**config.mk**
```make
export PLATFORM = sky130hd
export DESIGN_NAME = bias_stream_ctrl
export DESIGN_NICKNAME = d
export VERILOG_FILES = /design/src/rtl/bias_stream_ctrl.sv
export SDC_FILE = /design/constraint.sdc
export NUM_CORES = 1
export LEC_CHECK = 0
export ABC_CLOCK_PERIOD_IN_PS = 5600
export BUFFER_PORTS_ARGS = -buffer_cell sky130_fd_sc_hd__buf_4
export CORE_MARGIN = 2
export CORE_UTILIZATION = 30
export CTS_CLUSTER_DIAMETER = 120
export CTS_CLUSTER_SIZE = 40
export DETAILED_ROUTE_END_ITERATION = 12
export PLACE_DENSITY = 0.6
export SLEW_MARGIN = 40
export SYNTH_ARGS = -nofsm -noshare
export SYNTH_HDL_FRONTEND = slang
export SYNTH_SLANG_ARGS = --single-unit
export TNS_END_PERCENT = 1
```
**constraint.sdc**
```tcl
create_clock -name ap_clk -period 5.6 [get_ports ap_clk]
set_clock_uncertainty 0.15 [all_clocks]
set_input_delay 1.12 -clock ap_clk [delete_from_list [all_inputs] [get_ports ap_clk]]
set_output_delay 1.12 -clock ap_clk [all_outputs]
set_load 0.03 [all_outputs]
```
**src/rtl/bias_stream_ctrl.sv**
```systemverilog
// Bias ROM sequencer: streams NUM_KERN words NUM_PASS times into an ap_fifo port via a 2-entry skid.
// Optional stall counter output enabled by defining BIAS_STALL_CNT_EN.
module bias_stream_ctrl #(
  parameter int unsigned COEFF_WIDTH = 16,
  parameter int unsigned NUM_KERN    = 32,
  parameter int unsigned NUM_PASS    = 1,
  parameter int unsigned ADDR_W      = (NUM_KERN > 1) ? $clog2(NUM_KERN) : 1
) (
  input  logic                   ap_clk,
  input  logic                   ap_rst_n,
  input  logic                   ap_start,
  output logic                   ap_idle,
  output logic                   ap_done,
  output logic [ADDR_W-1:0]      rom_address,
  output logic                   rom_ce,
  input  logic [COEFF_WIDTH-1:0] rom_q,
  output logic [COEFF_WIDTH-1:0] output_V_din,
  input  logic                   output_V_full_n,
  output logic                   output_V_write
`ifdef BIAS_STALL_CNT_EN
  ,
  output logic [31:0]            stall_cnt
`endif
);

  localparam int unsigned PassW = (NUM_PASS > 1) ? $clog2(NUM_PASS) : 1;
  localparam logic [ADDR_W-1:0] LastAddr = ADDR_W'(NUM_KERN - 1);
  localparam logic [PassW-1:0]  LastPass = PassW'(NUM_PASS - 1);

  typedef enum logic [1:0] {StIdle, StRun, StDrain, StDone} state_e;

  state_e                  state_q;
  logic [ADDR_W-1:0]       addr_q;
  logic [PassW-1:0]        pass_q;
  logic                    inflight_q;
  logic [1:0]              cnt_q;
  logic [COEFF_WIDTH-1:0]  head_q;
  logic [COEFF_WIDTH-1:0]  tail_q;

  logic       pop;
  logic [1:0] occ_after_pop;
  logic       issue;
  logic       drained;

  // Occupancy is judged after this cycle's pop so a steady stream sustains one read per cycle.
  always_comb begin
    pop           = (cnt_q != 2'd0) && output_V_full_n;
    occ_after_pop = cnt_q - {1'b0, pop};
    issue         = (state_q == StRun) && ((occ_after_pop + {1'b0, inflight_q}) < 2'd2);
    drained       = (occ_after_pop == 2'd0) && !inflight_q;
  end

  assign ap_idle        = (state_q == StIdle);
  assign ap_done        = (state_q == StDone);
  assign rom_ce         = issue;
  assign rom_address    = addr_q;
  assign output_V_write = (cnt_q != 2'd0);
  assign output_V_din   = head_q;

  always_ff @(posedge ap_clk or negedge ap_rst_n) begin
    if (!ap_rst_n) begin
      state_q    <= StIdle;
      addr_q     <= '0;
      pass_q     <= '0;
      inflight_q <= 1'b0;
      cnt_q      <= 2'd0;
      head_q     <= '0;
      tail_q     <= '0;
    end else begin
      unique case (state_q)
        StIdle:  if (ap_start) state_q <= StRun;
        StRun:   if (issue && (addr_q == LastAddr) && (pass_q == LastPass)) state_q <= StDrain;
        StDrain: if (drained) state_q <= StDone;
        StDone:  state_q <= StIdle;
        default: state_q <= StIdle;
      endcase

      if (issue) begin
        if (addr_q == LastAddr) begin
          addr_q <= '0;
          pass_q <= (pass_q == LastPass) ? '0 : pass_q + PassW'(1);
        end else begin
          addr_q <= addr_q + ADDR_W'(1);
        end
      end

      inflight_q <= issue;
      cnt_q      <= occ_after_pop + {1'b0, inflight_q};

      // Later assignments win: a capture lands in whichever slot is free after the pop.
      if (pop) head_q <= tail_q;
      if (inflight_q) begin
        if (occ_after_pop == 2'd0) head_q <= rom_q;
        else                       tail_q <= rom_q;
      end
    end
  end

`ifdef BIAS_STALL_CNT_EN
  always_ff @(posedge ap_clk or negedge ap_rst_n) begin
    if (!ap_rst_n) begin
      stall_cnt <= '0;
    end else if ((state_q == StIdle) && ap_start) begin
      stall_cnt <= '0;
    end else if (output_V_write && !output_V_full_n && (stall_cnt != '1)) begin
      stall_cnt <= stall_cnt + 32'd1;
    end
  end
`endif

endmodule

```
==> metrics.txt <==
# TYPE chip_impl_metric gauge
chip_impl_info{name="run_status",value="completed"} 1
chip_impl_metric{name="grt_remaining_overflow",unit=""} 0
chip_impl_metric{name="timing_hold_violations_final",unit=""} 0
chip_impl_metric{name="ios",unit=""} 45
chip_impl_metric{name="insertion_delay",unit="ns"} 0.29
chip_impl_metric{name="multi_input_area",unit="sq um"} 831
chip_impl_metric{name="std_cell_rows",unit=""} 29
chip_impl_info{name="timing.rr.start",value="rom_address[0]"} 1
chip_impl_info{name="timing.critical_path.to_type",value="primary output"} 1
chip_impl_info{name="grt_setup_unrepaired",value="no"} 1
chip_impl_metric{name="cp.arrival",unit="ns"} 2.73
chip_impl_metric{name="dr_total_vias",unit=""} 1342
chip_impl_info{name="worst_hold_path_type",value="reg -> reg"} 1
chip_impl_metric{name="detailedRoute.firstIterationViolations",unit=""} 42
chip_impl_metric{name="worstSetupPathDepth",unit=""} 8
chip_impl_metric{name="areaGrowthSynthToFinish",unit="%"} 27.2
chip_impl_metric{name="dp_hpwl",unit="microns"} 2570
chip_impl_metric{name="leakage",unit="nW"} 1.20
chip_impl_metric{name="route.detailed.vias_per_inst",unit=""} 4.71
chip_impl_metric{name="synth_edf_count",unit=""} 0
chip_impl_info{name="critical_path.reg2reg.endpoint",value="state_q[1]"} 1
chip_impl_metric{name="cts_resized",unit=""} 0
chip_impl_metric{name="post_synth.cell_area_avg",unit="sq um"} 12.0
chip_impl_metric{name="grt.total_usage",unit="%"} 11.7
chip_impl_info{name="main_combinational_cell_family_by_area_after_synthesis",value="multiplexers"} 1
chip_impl_metric{name="muxShareOfSynthArea",unit="%"} 19.4
chip_impl_metric{name="slew-limit-headroom",unit="%"} 57.3
chip_impl_metric{name="synthesized_instance_count",unit=""} 161
chip_impl_metric{name="effective_utilization_at_floorplan",unit="%"} 30.7
chip_impl_metric{name="fp.dieArea",unit="sq um"} 7080
chip_impl_metric{name="synth.distinct_cells",unit=""} 37
chip_impl_metric{name="power.density_cell_area",unit="nW/um^2"} 632
chip_impl_info{name="hold-path-endpoint",value="tail_q[3]"} 1
chip_impl_metric{name="grt_antenna_before_repair",unit=""} 0
chip_impl_metric{name="timing.setup.tns",unit="ns"} 0
chip_impl_metric{name="cts_setup_buffers",unit=""} 0
chip_impl_metric{name="grt_max_degree",unit=""} 43
chip_impl_info{name="post_synth_main_area_contributors",value="dfrtp_1 (55%), mux2_2 (9.3%), mux2i_1 (8.3%), ha_1 (4.5%), nand2_1 (3.5%)"} 1
chip_impl_metric{name="cts.clk_slew.worst_paths",unit="ns"} 0.07
chip_impl_metric{name="layout-drive-gt1-share",unit="%"} 35.6
chip_impl_metric{name="antenna_diode_count",unit=""} 0
chip_impl_metric{name="timing.critical_path.required",unit="ns"} 4.33
chip_impl_metric{name="slew_viol_final",unit=""} 0
chip_impl_metric{name="gp_routability_congestion",unit=""} 0.717
chip_impl_metric{name="fmaxAchievable",unit="GHz"} 0.250
chip_impl_metric{name="final_min_period_over_clock_period",unit="%"} 71.5
chip_impl_info{name="synth_common_cells",value="dfrtp_1 (42), nand2_1 (18), mux2_2 (16), mux2i_1 (16), o21ai_1 (10)"} 1
chip_impl_metric{name="synthSimpleGateAreaFrac",unit="%"} 8.57
chip_impl_metric{name="synth_fp_nets",unit=""} 188
chip_impl_metric{name="final_number_of_setup_violating_endpoints",unit=""} 0
chip_impl_info{name="startpoint_type_of_the_worst_setup_path",value="input port"} 1
chip_impl_metric{name="drtPass1Iterations",unit=""} 4
chip_impl_info{name="path_common_cell",value="buf_4"} 1
chip_impl_metric{name="whs",unit="ns"} 0.357
chip_impl_metric{name="drt-total-wl",unit="microns"} 3860
chip_impl_metric{name="r2r.worst_path.cells",unit=""} 7
chip_impl_metric{name="clkSinkCount",unit=""} 42
chip_impl_info{name="crit_type",value="in -> out"} 1
chip_impl_metric{name="dieHeight",unit="microns"} 84.2
chip_impl_metric{name="synth_top_area_share",unit="%"} 54.5
chip_impl_metric{name="synth_seq_cells",unit=""} 42
chip_impl_metric{name="critical_path.n_buffers_inverters",unit=""} 3
chip_impl_metric{name="post_layout_total_power",unit="mW"} 1.55
chip_impl_metric{name="worst_hold_path.num_cells",unit=""} 1
chip_impl_metric{name="tightestPinTransition",unit="ns"} 0.637
chip_impl_metric{name="n_fill_cell",unit=""} 619
chip_impl_metric{name="remaining_drc_errors",unit=""} 0
chip_impl_info{name="synthMostInstantiatedCell",value="dfrtp_1"} 1
chip_impl_metric{name="antenna_left",unit=""} 0
chip_impl_info{name="cts-root-buf",value="clkbuf_8"} 1
chip_impl_metric{name="async_set_or_reset_register_ratio_after_synthesis",unit="%"} 100
chip_impl_metric{name="yosysWarningCount",unit=""} 0
chip_impl_metric{name="cts_htree_levels",unit=""} 2
chip_impl_info{name="crit_path_max_delay_family",value="simple AND/OR/NAND/NOR gates"} 1
chip_impl_metric{name="synth_xor_area_share",unit="%"} 0.454
chip_impl_metric{name="maxCapViolations",unit=""} 0
chip_impl_metric{name="wl_per_cell",unit="microns"} 13.5
chip_impl_metric{name="postCtsHoldBufs",unit=""} 0
chip_impl_info{name="path_cells",value="buf_4, nor2b_1, o21bai_1, ha_1, nand4_1, and2_1, inv_2, buf_4"} 1
chip_impl_metric{name="cts_inserted_buffers",unit=""} 5
chip_impl_metric{name="grt_first_pass_wirelength",unit="microns"} 6510
chip_impl_metric{name="fp.dieW",unit="microns"} 84.2
chip_impl_info{name="hold_path.startpoint",value="tail_q[3]"} 1
chip_impl_metric{name="first_global_vias",unit=""} 1318
chip_impl_info{name="tritoncts_clock_tree",value="yes"} 1
chip_impl_metric{name="area.sequential",unit="sq um"} 1050
chip_impl_metric{name="worst_path_largest_cell_delay",unit="ns"} 0.32
chip_impl_metric{name="r2r_slack",unit="ns"} 3.20
chip_impl_metric{name="layout_nets",unit=""} 234
chip_impl_info{name="dominantRegCellSynth",value="dfrtp_1"} 1
chip_impl_info{name="post-synth-top-area-cell",value="dfrtp_1"} 1
chip_impl_metric{name="max-clock-path-buffers",unit=""} 2
chip_impl_metric{name="finalCriticalPeriod",unit="ns"} 4.00
chip_impl_metric{name="synth_area_in_compound_gates",unit="%"} 9.47
chip_impl_metric{name="area_of_the_core",unit="sq um"} 6280
chip_impl_info{name="critical-path-slowest-cell",value="nor2b_1"} 1
chip_impl_metric{name="portBuffers",unit=""} 44
chip_impl_metric{name="sequential_to_total_area_share_from_yosys_stat",unit="%"} 54.5
chip_impl_metric{name="post_synth_instance_area",unit="sq um"} 1930
chip_impl_metric{name="post_synth_fa_ha_maj_area_fraction",unit="%"} 4.54
chip_impl_metric{name="crit_path_max_fanout",unit=""} 5
chip_impl_metric{name="max-vdd-ir-drop",unit="V"} 0.000239
-- cells in the final DEF, fill, tap and decap left out, types with 3 or more instances in the layout --
cell type   n
buf_4      45
dfrtp_1    42
nand2_1    18
mux2i_1    16
mux2_2     16
o21ai_1    10
clkbuf_8    8
ha_1        7
o21ai_0     6
inv_1       5
nand3_1     4
mux2_1      3
-- worst max path at each step --
stage,from,endpoint,slack [ns]
after CTS,output_V_full_n,rom_ce,1.59
after detailed placement,output_V_full_n,rom_ce,1.60
after floorplan,output_V_full_n,rom_ce,2.08
after global placement,output_V_full_n,rom_ce,1.71
final,output_V_full_n,rom_ce,1.60
after global routing,output_V_full_n,rom_ce,1.46
-- registers in the layout (all words and copies together), names as in the netlist --
name	cells
rom_address	5
output_V_din	16
inflight_q	1
tail_q	16
state_q	2
cnt_q	2
-- logic make-up after synthesis --
group	count (synthesis)
compound gates	28
xor+xnor	1
fa+ha+maj	7
buf+inv	13
flops	42
mux	35
simple gates	35
-- metal layers --
metal	routed length, microns	share of wire [%]	track usage (%)
met3	167	4.3	2.95
met1	1860	48	14.5
met2	1790	46	19.5
met4	41	1.1	4.84
met5	0	0	0
-- power breakdown --
part | switching [mW] | internal (mW)
clock network | 0.100 | 0.125
logic | 0.426 | 0.334
registers | 0.105 | 0.459
-- worst reg2reg max path, stage by stage (launching register included) --
cell and delay, ns:
dfrtp_1 0.42, ha_1 0.21, and3_1 0.17, ha_1 0.26, clkinv_1 0.13, a211o_1 0.31, a311oi_2 0.29, mux2_1 0.35
-- cell type report --
type,count,area share (%)
Inverter,7,1.07
Clock buffer,8,4.49
Tap cell,77,3.93
Timing Repair Buffer,45,13.8
Sequential cell,42,42.9
Multi-Input combinational cell,106,33.9
-- metrics by stage --
step / instance area (sq um) / worst slack [ns] / util (%) / cells
floorplan: 1930 / 2.08 / - / 161
global placement: 2330 / 1.71 / 37.2 / 277
detailed placement: 2340 / 1.60 / 37.3 / 277
CTS: 2450 / 1.59 / 39.1 / 285
global route: 2450 / 1.46 / 39.1 / 285
finish: 2450 / 1.60 / 39.1 / 285
(Power assumes the default switching activity.)
